<file path="config.mk">
export PLATFORM = sky130hd
export DESIGN_NAME = if_fetch
export DESIGN_NICKNAME = d
export VERILOG_FILES = /design/src/rtl/if_fetch.sv
export SDC_FILE = /design/constraint.sdc
export NUM_CORES = 1
export LEC_CHECK = 0
export BUFFER_PORTS_ARGS = -buffer_cell sky130_fd_sc_hd__buf_2
export CAP_MARGIN = 20
export CORE_ASPECT_RATIO = 1.25
export CORE_MARGIN = 2
export CORE_UTILIZATION = 52
export DETAILED_ROUTE_END_ITERATION = 10
export GPL_TIMING_DRIVEN = 0
export PLACE_DENSITY = 0.75
export SYNTH_ARGS = -nofsm -noshare
export SYNTH_HDL_FRONTEND = slang
export SYNTH_SLANG_ARGS = --single-unit
</file>
<file path="constraint.sdc">
create_clock -name clk -period 4.84 [get_ports clk]
set_clock_uncertainty 0.2 [all_clocks]
set_input_delay 0.242 -clock clk [delete_from_list [all_inputs] [get_ports clk]]
set_output_delay 0.242 -clock clk [all_outputs]
set_load 0.01 [all_outputs]
</file>
<file path="src/rtl/if_fetch.sv">
// Instruction-fetch stage: owns the PC, drives the mct fetch port, hands {pc, inst} to decode.
// Defining ICACHE_EN adds a direct-mapped I-cache of ICACHE_LINES words in front of mct.
module if_fetch #(
  parameter logic [31:0] RESET_PC     = 32'h0000_0000,
  parameter int          ICACHE_LINES = 64
) (
  input  logic        clk,
  input  logic        rst,
  output logic [31:0] if_a,
  input  logic [31:0] if_n,
  input  logic        if_ok,
  input  logic        br_e,
  input  logic [31:0] br_a,
  input  logic        id_stall,
  output logic        id_valid,
  output logic [31:0] id_inst,
  output logic [31:0] id_pc
);

  typedef enum logic [1:0] {
    ST_GUARD = 2'd0,
    ST_WAIT  = 2'd1,
    ST_NEXT  = 2'd2
  } state_t;

  state_t      state_r;
  logic [31:0] pc_r;
  logic [31:0] redir_a_r;
  logic        redir_pend_r;
  logic        squash_r;

  logic [31:0] br_tgt_s;
  logic [31:0] seq_pc_s;
  logic [31:0] next_pc_s;
  logic [31:0] cache_data_s;
  logic        hold_s;
  logic        held_hit_s;
  logic        cache_hit_s;
  logic        fill_s;
  logic        unused_s;

  assign br_tgt_s  = {br_a[31:2], 2'b00};
  assign seq_pc_s  = redir_pend_r ? redir_a_r : (pc_r + 32'd4);
  assign next_pc_s = br_e ? br_tgt_s : seq_pc_s;
  assign hold_s    = id_valid & id_stall & ~br_e;
  // mct never re-fetches an unchanged if_a, so a target equal to if_a is already on if_n.
  assign held_hit_s = (next_pc_s == if_a);
  assign fill_s     = (state_r == ST_WAIT) & if_ok & ~squash_r;
  assign unused_s   = ^{br_a[1:0], fill_s, 32'(ICACHE_LINES)};

`ifdef ICACHE_EN
  localparam int IDX_W = $clog2(ICACHE_LINES);

  logic [31:0]         line_data_r [ICACHE_LINES];
  logic [29-IDX_W:0]   line_tag_r  [ICACHE_LINES];
  logic [ICACHE_LINES-1:0] line_vld_r;
  logic [IDX_W-1:0]    rd_idx_s;
  logic [IDX_W-1:0]    wr_idx_s;

  assign rd_idx_s     = next_pc_s[IDX_W+1:2];
  assign wr_idx_s     = if_a[IDX_W+1:2];
  assign cache_hit_s  = line_vld_r[rd_idx_s] & (line_tag_r[rd_idx_s] == next_pc_s[31:IDX_W+2]);
  assign cache_data_s = line_data_r[rd_idx_s];

  // Line valid bits, cleared by reset and set on every non-squashed fill.
  always_ff @(posedge clk or negedge rst) begin
    if (!rst) begin
      line_vld_r <= {ICACHE_LINES{1'b0}};
    end else if (fill_s) begin
      line_vld_r[wr_idx_s] <= 1'b1;
    end
  end

  // Line data and tag storage, written alongside the valid bit.
  always_ff @(posedge clk) begin
    if (fill_s) begin
      line_data_r[wr_idx_s] <= if_n;
      line_tag_r[wr_idx_s]  <= if_a[31:IDX_W+2];
    end
  end
`else
  assign cache_hit_s  = 1'b0;
  assign cache_data_s = 32'h0000_0000;
`endif

  // Fetch sequencer: GUARD masks the stale if_ok, WAIT collects the word, NEXT delivers and issues.
  always_ff @(posedge clk or negedge rst) begin
    if (!rst) begin
      state_r      <= ST_WAIT;
      if_a         <= RESET_PC;
      pc_r         <= RESET_PC;
      redir_a_r    <= 32'h0000_0000;
      redir_pend_r <= 1'b0;
      squash_r     <= 1'b0;
      id_valid     <= 1'b0;
      id_inst      <= 32'h0000_0000;
      id_pc        <= 32'h0000_0000;
    end else begin
      case (state_r)
        ST_GUARD: begin
          if (br_e) begin
            redir_pend_r <= 1'b1;
            redir_a_r    <= br_tgt_s;
            squash_r     <= 1'b1;
            id_valid     <= 1'b0;
          end
          state_r <= ST_WAIT;
        end
        ST_WAIT: begin
          if (br_e) begin
            redir_pend_r <= 1'b1;
            redir_a_r    <= br_tgt_s;
            id_valid     <= 1'b0;
            // A word arriving with the redirect is itself the discarded one.
            if (if_ok) begin
              squash_r <= 1'b0;
              state_r  <= ST_NEXT;
            end else begin
              squash_r <= 1'b1;
            end
          end else if (if_ok) begin
            if (squash_r) begin
              squash_r <= 1'b0;
            end else begin
              id_inst  <= if_n;
              id_pc    <= if_a;
              id_valid <= 1'b1;
            end
            state_r <= ST_NEXT;
          end
        end
        ST_NEXT: begin
          if (hold_s) begin
            state_r <= ST_NEXT;
          end else if (held_hit_s) begin
            id_inst      <= if_n;
            id_pc        <= next_pc_s;
            id_valid     <= 1'b1;
            pc_r         <= next_pc_s;
            redir_pend_r <= 1'b0;
          end else if (cache_hit_s) begin
            id_inst      <= cache_data_s;
            id_pc        <= next_pc_s;
            id_valid     <= 1'b1;
            pc_r         <= next_pc_s;
            redir_pend_r <= 1'b0;
          end else begin
            id_valid     <= 1'b0;
            if_a         <= next_pc_s;
            pc_r         <= next_pc_s;
            redir_pend_r <= 1'b0;
            state_r      <= ST_GUARD;
          end
        end
        default: begin
          state_r  <= ST_WAIT;
          id_valid <= 1'b0;
        end
      endcase
    end
  end

endmodule
</file>
# Yosys cells after proc, flatten, opt, wreduce, memory -nomap -nowiden
# Cells that the tools add are included.
[word_totals]
word_cells = 73
register_bits = 163
out_inout_bits = 97
[classes]
n_eq_ne = 13
add_sub_neg = 1
mux = 32
reduce_logical = 13
n_bitwise = 5
[ops]
columns = ["op", "n"]
rows = [
  ["2-to-1 mux 32 bit", 12],
  ["one-hot mux 32 bit (2 select lines)", 2],
  ["adder 32 x 3 -> 32 bit (second input constant)", 1],
  ["== test 32 bit", 1],
  ["inequality test 2 bit (second input constant)", 6],
  ["2-to-1 mux 1 bit", 11],
  ["inequality test 3 bit (second input constant)", 3],
  ["AND reduction 3 bit", 3],
  ["2-to-1 mux 2 bit", 3],
  ["AND reduction 2 bit", 3],
  ["AND reduction 6 bit", 1],
  ["nonzero test 2 bit", 3],
  ["one-hot mux 1 bit (2 select lines)", 2],
  ["one-hot mux 2 bit (2 select lines)", 1],
  ["AND reduction 4 bit", 1],
  ["inverter 1 bit", 3],
  ["one-hot mux 1 bit (3 select lines)", 1],
  ["bitwise AND 1 bit", 2],
  ["== test 2 x 1 -> 1 bit (second input constant)", 1],
  ["== test 2 bit (second input constant)", 1],
  ["zero test 2 bit", 1],
  ["inequality test 2 x 1 -> 1 bit (second input constant)", 1],
  ["OR reduction 2 bit", 1],
]

# Depth between registers and ports, before layout
# Gate-level depths: netlist of run 1.
[logic_depth]
depth_word = 7
depth_mapped = 14

# Least setup slack after synthesis of run 1
# OpenSTA, ideal clock, no wires.
[synth_timing]
kind = "flip-flop to flip-flop"
startpoint = "register pc_r[2]"
endpoint = "register id_pc[14]"
setup_ps = 125
required_ps = 4515
arrival_ps = 3121
path_buffers = 1
stages_incl_launch_ff = 13
path_slack_ps = 1394
path_cell_list = "dfrtp_1 ha_1 and4_1 nand2_1 o31a_1 o2111ai_1 o31ai_1 or4_1 nor3_1 nand2_1 o21ai_4 buf_6 mux2_2"
[synth_via]
elab_chain_len = 6
[synth_rtl]
columns = ["element", "line_no", "text"]
rows = [
  ["start: declaration", "27", "logic [31:0] pc_r;"],
  ["start signal: assignment", "139", "pc_r <= next_pc_s;"],
  ["start signal: assignment", "145", "pc_r <= next_pc_s;"],
  ["start signal: assignment", "150", "pc_r <= next_pc_s;"],
  ["adder 32 x 3 -> 32 bit *", "43", "assign seq_pc_s = redir_pend_r ? redir_a_r : (pc_r + 32'd4);"],
  ["2-to-1 mux 32 bit *", "43", ""],
  ["2-to-1 mux 32 bit *", "44", "assign next_pc_s = br_e ? br_tgt_s : seq_pc_s;"],
  ["== test 32 bit or 2-to-1 mux 32 bit (tied branches)", "47, 135", ""],
  ["inequality test 2 bit (no source line) or 2-to-1 mux 32 bit (tied branches)", "--", ""],
  ["AND reduction 6 bit (no source line) or one-hot mux 32 bit (2 select lines) (tied branches)", "--", ""],
  ["end signal: assignment", "126", "id_pc <= if_a;"],
  ["end signal: assignment", "137", "id_pc <= next_pc_s;"],
  ["end signal: assignment", "143", "id_pc <= next_pc_s;"],
  ["end: declaration", "17", "output logic [31:0] id_pc"],
]
# Every way passes the cells marked *; elsewhere a longest branch is shown, timed or not. The select of a mux whose other input is x is not followed.
# A chain may end at the register's enable or synchronous reset.

# Worst setup path in the final report of run 1
# Same ends and word-level chain as after synthesis.

==> results of run 1 <==
## final cells by class
type	count	area (um^2)	area share, %
Timing Repair Buffer	229	1500	13.3
Clock inverter	14	213	1.88
Tap cell	220	275	2.44
Sequential cell	163	4080	36.1
Buffer	53	264	2.34
Inverter	22	82.6	0.731
Clock buffer	18	439	3.89
Multi-Input combinational cell	634	4440	39.3
## flip-flops by register name (all words and copies together) (netlist names)
name	flops
id_inst	32
id_pc	32
if_a	32
pc_r	32
redir_a_r	30
state_r	2
id_valid	1
redir_pend_r	1
squash_r	1
## power groups by stage
| stage | Sequential, mW | Combinational, mW | Clock, mW |
|---|---|---|---|
| 2_1_floorplan | 2.68 | 2.30 | 0 |
| 3_3_place_gp | 2.60 | 3.61 | 0 |
| 3_5_place_dp | 2.63 | 3.71 | 0 |
| 4_1_cts | 2.62 | 3.77 | 1.52 |
| 5_1_grt | 2.72 | 4.11 | 1.58 |
| 6_report | 2.64 | 3.81 | 1.52 |
## critical path: cells and delay by family, from the launching register on
kind | cells | cell delay [ps]
AO/OA/AOI/OAI | 3 | 840
adder cells (fa/ha/maj) | 1 | 260
buffers and inverters | 2 | 400
flip-flops | 1 | 470
multiplexers | 1 | 360
AND/OR/NAND/NOR | 6 | 2070
## synthesized netlist by cell type (all sizes together), types with 14 or more instances
| cell | instances | area, um^2 |
|---|---|---|
| o21ai | 66 | 342 |
| inv | 21 | 78.8 |
| clkbuf | 35 | 133 |
| dfrtp | 162 | 4050 |
| buf | 19 | 134 |
| nor3 | 14 | 70.1 |
| nor4 | 18 | 113 |
| nor2 | 48 | 188 |
| nand3 | 22 | 115 |
| o31ai | 16 | 120 |
| nand2 | 87 | 327 |
| nand4 | 17 | 119 |
| mux2 | 113 | 1270 |
| a21oi | 43 | 215 |
| xnor2 | 31 | 272 |
| xor2 | 17 | 149 |
## per-layer routing
| metal | vias to the layer above | track usage, % | wire [um] |
|---|---|---|---|
| li1 | 3666 | - | - |
| met1 | 3975 | 42.7 | 11900 |
| met2 | 416 | 57.8 | 14900 |
| met3 | 84 | 6.86 | 2250 |
| met4 | 0 | 14.8 | 1110 |
| met5 | - | 0 | 0 |
## cell usage in the layout, fill, tap and decap left out, types with 11 or more instances in the layout
cell type / count
o21ai_0: 64
nor2_1: 46
nand2_1: 87
mux2_1: 39
nor4_1: 18
clkbuf_16: 17
nand4_1: 15
o31ai_1: 16
mux2_2: 74
nor3_1: 14
xor2_1: 17
mux2i_1: 13
a21oi_1: 43
buf_2: 171
o21a_1: 11
inv_1: 21
dfrtp_1: 162
xnor2_1: 31
nand3_1: 21
clkbuf_1: 32
dlygate4sd3_1: 64
## kinds of logic after synthesis
kind of cell / Yosys count / share of synthesized area [%]
simple gates: 257 / 14.6
compound gates: 199 / 14.3
flops: 163 / 46.0
mux: 126 / 15.8
buf+inv: 76 / 3.94
xor+xnor: 48 / 4.74
fa+ha+maj: 4 / 0.564
## worst min path at each step
stage | slack (ps) | start | to
finish | 30 | id_stall | id_valid
global route | 60 | id_stall | id_valid
CTS | 20 | id_stall | id_valid
detailed placement | 50 | rst | id_pc[0]
global placement | 260 | if_n[25] | id_inst[25]
floorplan | -250 | rst | id_inst[0]
## metrics by stage
step	hold slack (ps)	instance area [um^2]	util (%)	instances	TNS (ps)
final	26.0	11300	67.3	1353	0
after global routing	63.0	11300	67.3	1353	-24.0
after CTS	16.9	11300	67.3	1354	0
after detailed placement	51.9	10000	59.6	1258	0
after global placement	257	9960	59.4	1256	0
after floorplan	-254	8870	-	873	0
## what timing repair did
item / in CTS / in global routing
hold buffers: 64 / 0
endpoints found under the hold margin: 134 / 0
setup buffers: 0 / 0
resized for setup: 0 / 3
endpoints found under the setup margin: 0 / 60
==> out/summary.txt, run 1 <==
Max VDD drop: 0.000522 V
FF-to-FF path depth: 13
CTS tree: done
Fill cell count: 1,302
Max Fclk: 212 MHz
Post-DP HPWL: 22.0 mm
EDFF count, synth: 0
CP endpoint: id_pc[14]
Root Driver: clkbuf_16
Slowest stage delay, CP: 780 ps
Core Rows: 53
First-pass GRT wire length: 46.7 mm
Post-synthesis sequential area ratio: 46.0%
Worst-Margin Slew: 1130 ps
Total track usage: 34.3%
CP max FO: 10
Final period util: 97.6%
Clock-pin slew on the worst setup and hold paths: 70 ps
Clk buf depth: 2
Detail-routed net length per standard cell: 22.3 um
Pleak: 4.92 nW
Cell-internal power: 4.62 mW
Synthesis warning total: 0
Via-per-instance ratio: 6.02
Core region area: 16,800 um^2
Final hold violations: 0
WHS Path Cells: 5
Critical Path RT: 4950 ps
Most common flop cell mapped by yosys: dfrtp_1
CP cell instances: ha_1 > nand4_1 > nor4_1 > a21boi_0 > a2111oi_0 > buf_2 > nor3_1 > nand4bb_1 > nor4_1 > nand3_1 > o21ai_4 > buf_6 > mux2_2
Sw Pwr: 3.36 mW
IO Count: 166
Synthesized area: 8870 um^2
Gate power share: 47.8%
Layout cells sized above 1: 26.3%
Drt drc: 0
Min-delay worst type: in2reg
Vias in the first global route: 8,339
Clock latency on the worst-skew pair: 430 ps
Reg2reg end: id_pc[14]
Min Tclk post-route: 4730 ps
Power share of the clock group: 19.1%
Sequential share of power: 33.1%
R2R Setup Slk: 110 ps
Worst r2r src: pc_r[2]
Power Density: 706 nW/um^2
PortBufs: 163
Synth Area per Inst: 10.2 um^2
Gpl congestion: 0.983
Total chip power: 7.97 mW
CP Capture Type: flop
# Max-Cap Violations: 0
CTS H-Tree Depth: 4
Netlist cell types: 68
Iteration-0 DRC Markers: 848
Slew Limit Fails: 0
# clock sinks: 163
Max stage delay cell, worst path: nor4_1
Synth Instances: 873
Critical Path Source: pc_r[2]
Total Nets Final: 1,193
Dpl ws: 35.1 ps
Die height: 150 um
Initial antenna violation count: 0
Crit path DAT: 4840 ps
Startpoint types: flop
Vias: 8,141
Sw Share: 42.1%
Share of async-settable or async-resettable flops after synthesis: 100%
Die W: 121 um
DRT Wirelength: 30.2 mm
CP Class: reg2reg
Antenna Cells: 0
ANT nets after route: 0
Most frequent CP cell: nor4_1
Relative slew slack: 24.4%
Final Worst Setup Slack: 114 ps
Status: finished clean
Largest net degree at the start of global routing: 93
Final setup vio count: 0
Grt total ovfl: 0
TritonRoute pass-1 iters: 5
Syn_nets: 946
Initial Utilization: 52.9%
Area Growth Syn to Fin: 27.4%
Die ar.: 18,100 um^2
Total CTS buffers: 17
Yosys reg bits: 163
No activity file was read; power rests on OpenSTA's default activity.
==> inputs of run 2 (changes only) <==
--- a/config.mk
+++ b/config.mk
@@ -12,7 +12,7 @@
 export CORE_UTILIZATION = 52
 export DETAILED_ROUTE_END_ITERATION = 10
 export GPL_TIMING_DRIVEN = 0
-export PLACE_DENSITY = 0.75
+export PLACE_DENSITY_LB_ADDON = 0.25
 export SYNTH_ARGS = -nofsm -noshare
 export SYNTH_HDL_FRONTEND = slang
 export SYNTH_SLANG_ARGS = --single-unit
==> run 2 against run 1 <==
Flip-flop and latch count unchanged. First-iteration DRC count decreased by 24%. Register-to-register slack got worse by 20 ps. Highest routed layer unchanged.
==> out/summary.txt, run 2 (same netlist as run 1, synthesis figures left out) <==
Reg2reg end: id_pc[12]
Total Nets Final: 1,193 (unchanged)
Vias: 8,022 (-1.5%)
Footprint of the multi-input gates: 4450 um^2 (+0.14%)
Clk buf depth: 2 (unchanged)
Gpl congestion: 1.01 (+2.5%)
R2R Setup Slk: 100 ps (-20 ps)
Max VDD drop: 0.000467 V (-10%)
RSZ-0062 raised after global routing: false
Die ar.: 18,100 um^2 (unchanged)
Post-DP HPWL: 21.4 mm (-2.6%)
CP endpoint: id_pc[12]
# clock sinks: 163 (unchanged)
Area Growth Syn to Fin: 27.0%
FF/Latch Area: 4080 um^2 (unchanged)
Setup Fix Bufs, Post-CTS: 0 (unchanged)
DRT Wirelength: 29.6 mm (-2.1%)
Most frequent cells in the layout: 170 x buf_2, 162 x dfrtp_1, 87 x nand2_1, 74 x mux2_2
Startpoint types: flop
Initial antenna violation count: 0 (unchanged)
Final Worst Setup Slack: 98.8 ps (-15.4 ps)
Final setup vio count: 0 (unchanged)
Critical Path Source: redir_pend_r
Core region area: 16,800 um^2 (unchanged)
Final period util: 98.0% (+0.32 points)
ANT nets after route: 0 (unchanged)
Max stage delay cell, worst path: o32ai_1
Worst path buffer plus inverter count: 3 (+1)
Critical Path RT: 4950 ps (about the same)
Grt total ovfl: 0 (unchanged)
Detail-routed net length per standard cell: 21.9 um (-2.1%)
Largest net degree at the start of global routing: 99 (+6.5%)
Placed cell area: 10000 um^2 (about the same)
Clock-pin slew on the worst setup and hold paths: 70 ps (about the same)
Slew Limit Fails: 0 (unchanged)
Vias in the first global route: 8,094 (-2.9%)
Relative slew slack: 25.1% (+0.70 points)
Fill cell count: 1,325 (+1.8%)
Total CTS buffers: 17 (unchanged)
TritonRoute pass-1 iters: 5 (unchanged)
Worst r2r src: redir_pend_r
Layout cells sized above 1: 26.3% (unchanged)
Status: finished clean
CP cell instances: buf_2 > or2_2 > clkbuf_1 > nor2_1 > o32ai_1 > nand3_1 > nor3b_1 > nand4_1 > nor4_1 > nand3_1 > o21ai_4 > buf_6 > mux2_1
Die height: 150 um (unchanged)
PortBufs: 163 (unchanged)
Power Density: 696 nW/um^2 (-1.4%)
Total chip power: 7.83 mW (-1.7%)
Most frequent CP cell: nand3_1
Max Fclk: 211 MHz (-0.33%)
Drt drc: 0 (unchanged)
Iteration-0 DRC Markers: 647 (-24%)
Crit path DAT: 4850 ps (about the same)
Pleak: 4.90 nW (-0.50%)
Clock latency on the worst-skew pair: 440 ps (about the same)
CTS tree: done
WP depth: 13 (unchanged)
Dpl ws: 0.841 ps (-34.3 ps)
CTS H-Tree Depth: 4 (unchanged)
Antenna Cells: 0 (unchanged)
Worst-Margin Slew: 1120 ps (-10.5 ps)
Commonest non-fill, non-tap cell in the layout: buf_2
Core Rows: 53 (unchanged)
Post-route cell area: 11,300 um^2 (-0.31%)
FF-to-FF path depth: 13 (unchanged)
Min-delay worst type: in2reg
CP Capture Type: flop
IO Count: 166 (unchanged)
Root Driver: clkbuf_16
CP max FO: 10 (unchanged)
Total track usage: 33.5% (-0.77 points)
Via-per-instance ratio: 5.93 (-1.5%)
Cell family with most CP delay: simple AND/OR/NAND/NOR gates
Final hold violations: 0 (unchanged)
CP Class: reg2reg
# Max-Cap Violations: 0 (unchanged)
Initial Utilization: 52.9% (unchanged)
Min Tclk post-route: 4740 ps (+15.4 ps)
Slowest stage delay, CP: 580 ps (-200 ps)
First-pass GRT wire length: 45.4 mm (-2.8%)
Die W: 121 um (unchanged)
## run 2: worst min path at each step
| stage | from | endpoint | slack, ps | cells after the start |
|---|---|---|---|---|
| 2_1_floorplan | rst | id_inst[0] | -250 | 0 |
| 3_3_place_gp | if_n[25] | id_inst[25] | 260 | 2 |
| 3_5_place_dp | rst | id_inst[30] | 30 | 1 |
| 4_1_cts | id_stall | id_valid | 10 | 5 |
| 5_1_grt | id_stall | id_valid | 30 | 5 |
| 6_report | id_stall | id_valid | 20 | 5 |
## run 2: final cells by class
cell class | instances | share of cell area [%]
multi-input combinational | 634 | 39.5
sequential | 163 | 36.2
timing repair buffer | 228 | 13.3
clock buffer | 17 | 3.78
tap | 220 | 2.44
buffer | 54 | 2.38
clock inverter | 15 | 1.66
inverter | 22 | 0.733
## run 2: tightest hold or removal path, cell delays in order
cell	delay (ps)
buf_2	110
nand2_1	50
nand2_1	40
nand3_1	70
a22oi_1	80
## run 2: report_power, final
part | internal, mW | switching, mW | total, mW
logic | 1.68 | 2.10 | 3.78
registers | 2.04 | 0.609 | 2.65
clock network | 0.745 | 0.661 | 1.41
total | 4.46 | 3.37 | 7.83
## run 2: layer usage
| layer | GRT usage, % | share of wire (%) |
|---|---|---|
| met1 | 41.9 | 40 |
| met4 | 12.8 | 3.0 |
| met3 | 7.43 | 8.0 |
| met5 | 0 | 0 |
| met2 | 56.7 | 49 |
## run 2: per-stage QoR
step / hold slack, ps / std cells / TNS [ps] / util (%)
2_1_floorplan: -254 / 873 / 0 / -
3_3_place_gp: 257 / 1256 / -2270 / 59.4
3_5_place_dp: 32.7 / 1257 / 0 / 59.6
4_1_cts: 11.1 / 1353 / 0 / 67.1
5_1_grt: 28.6 / 1353 / 0 / 67.1
6_report: 19.6 / 1353 / 0 / 67.1
## run 2: what timing repair did
action,4_1_cts,5_1_grt
hold buffers,64,0
resized for setup,1,2
setup endpoints to repair,6,65
endpoints found under the hold margin,128,0
pin swaps,0,0
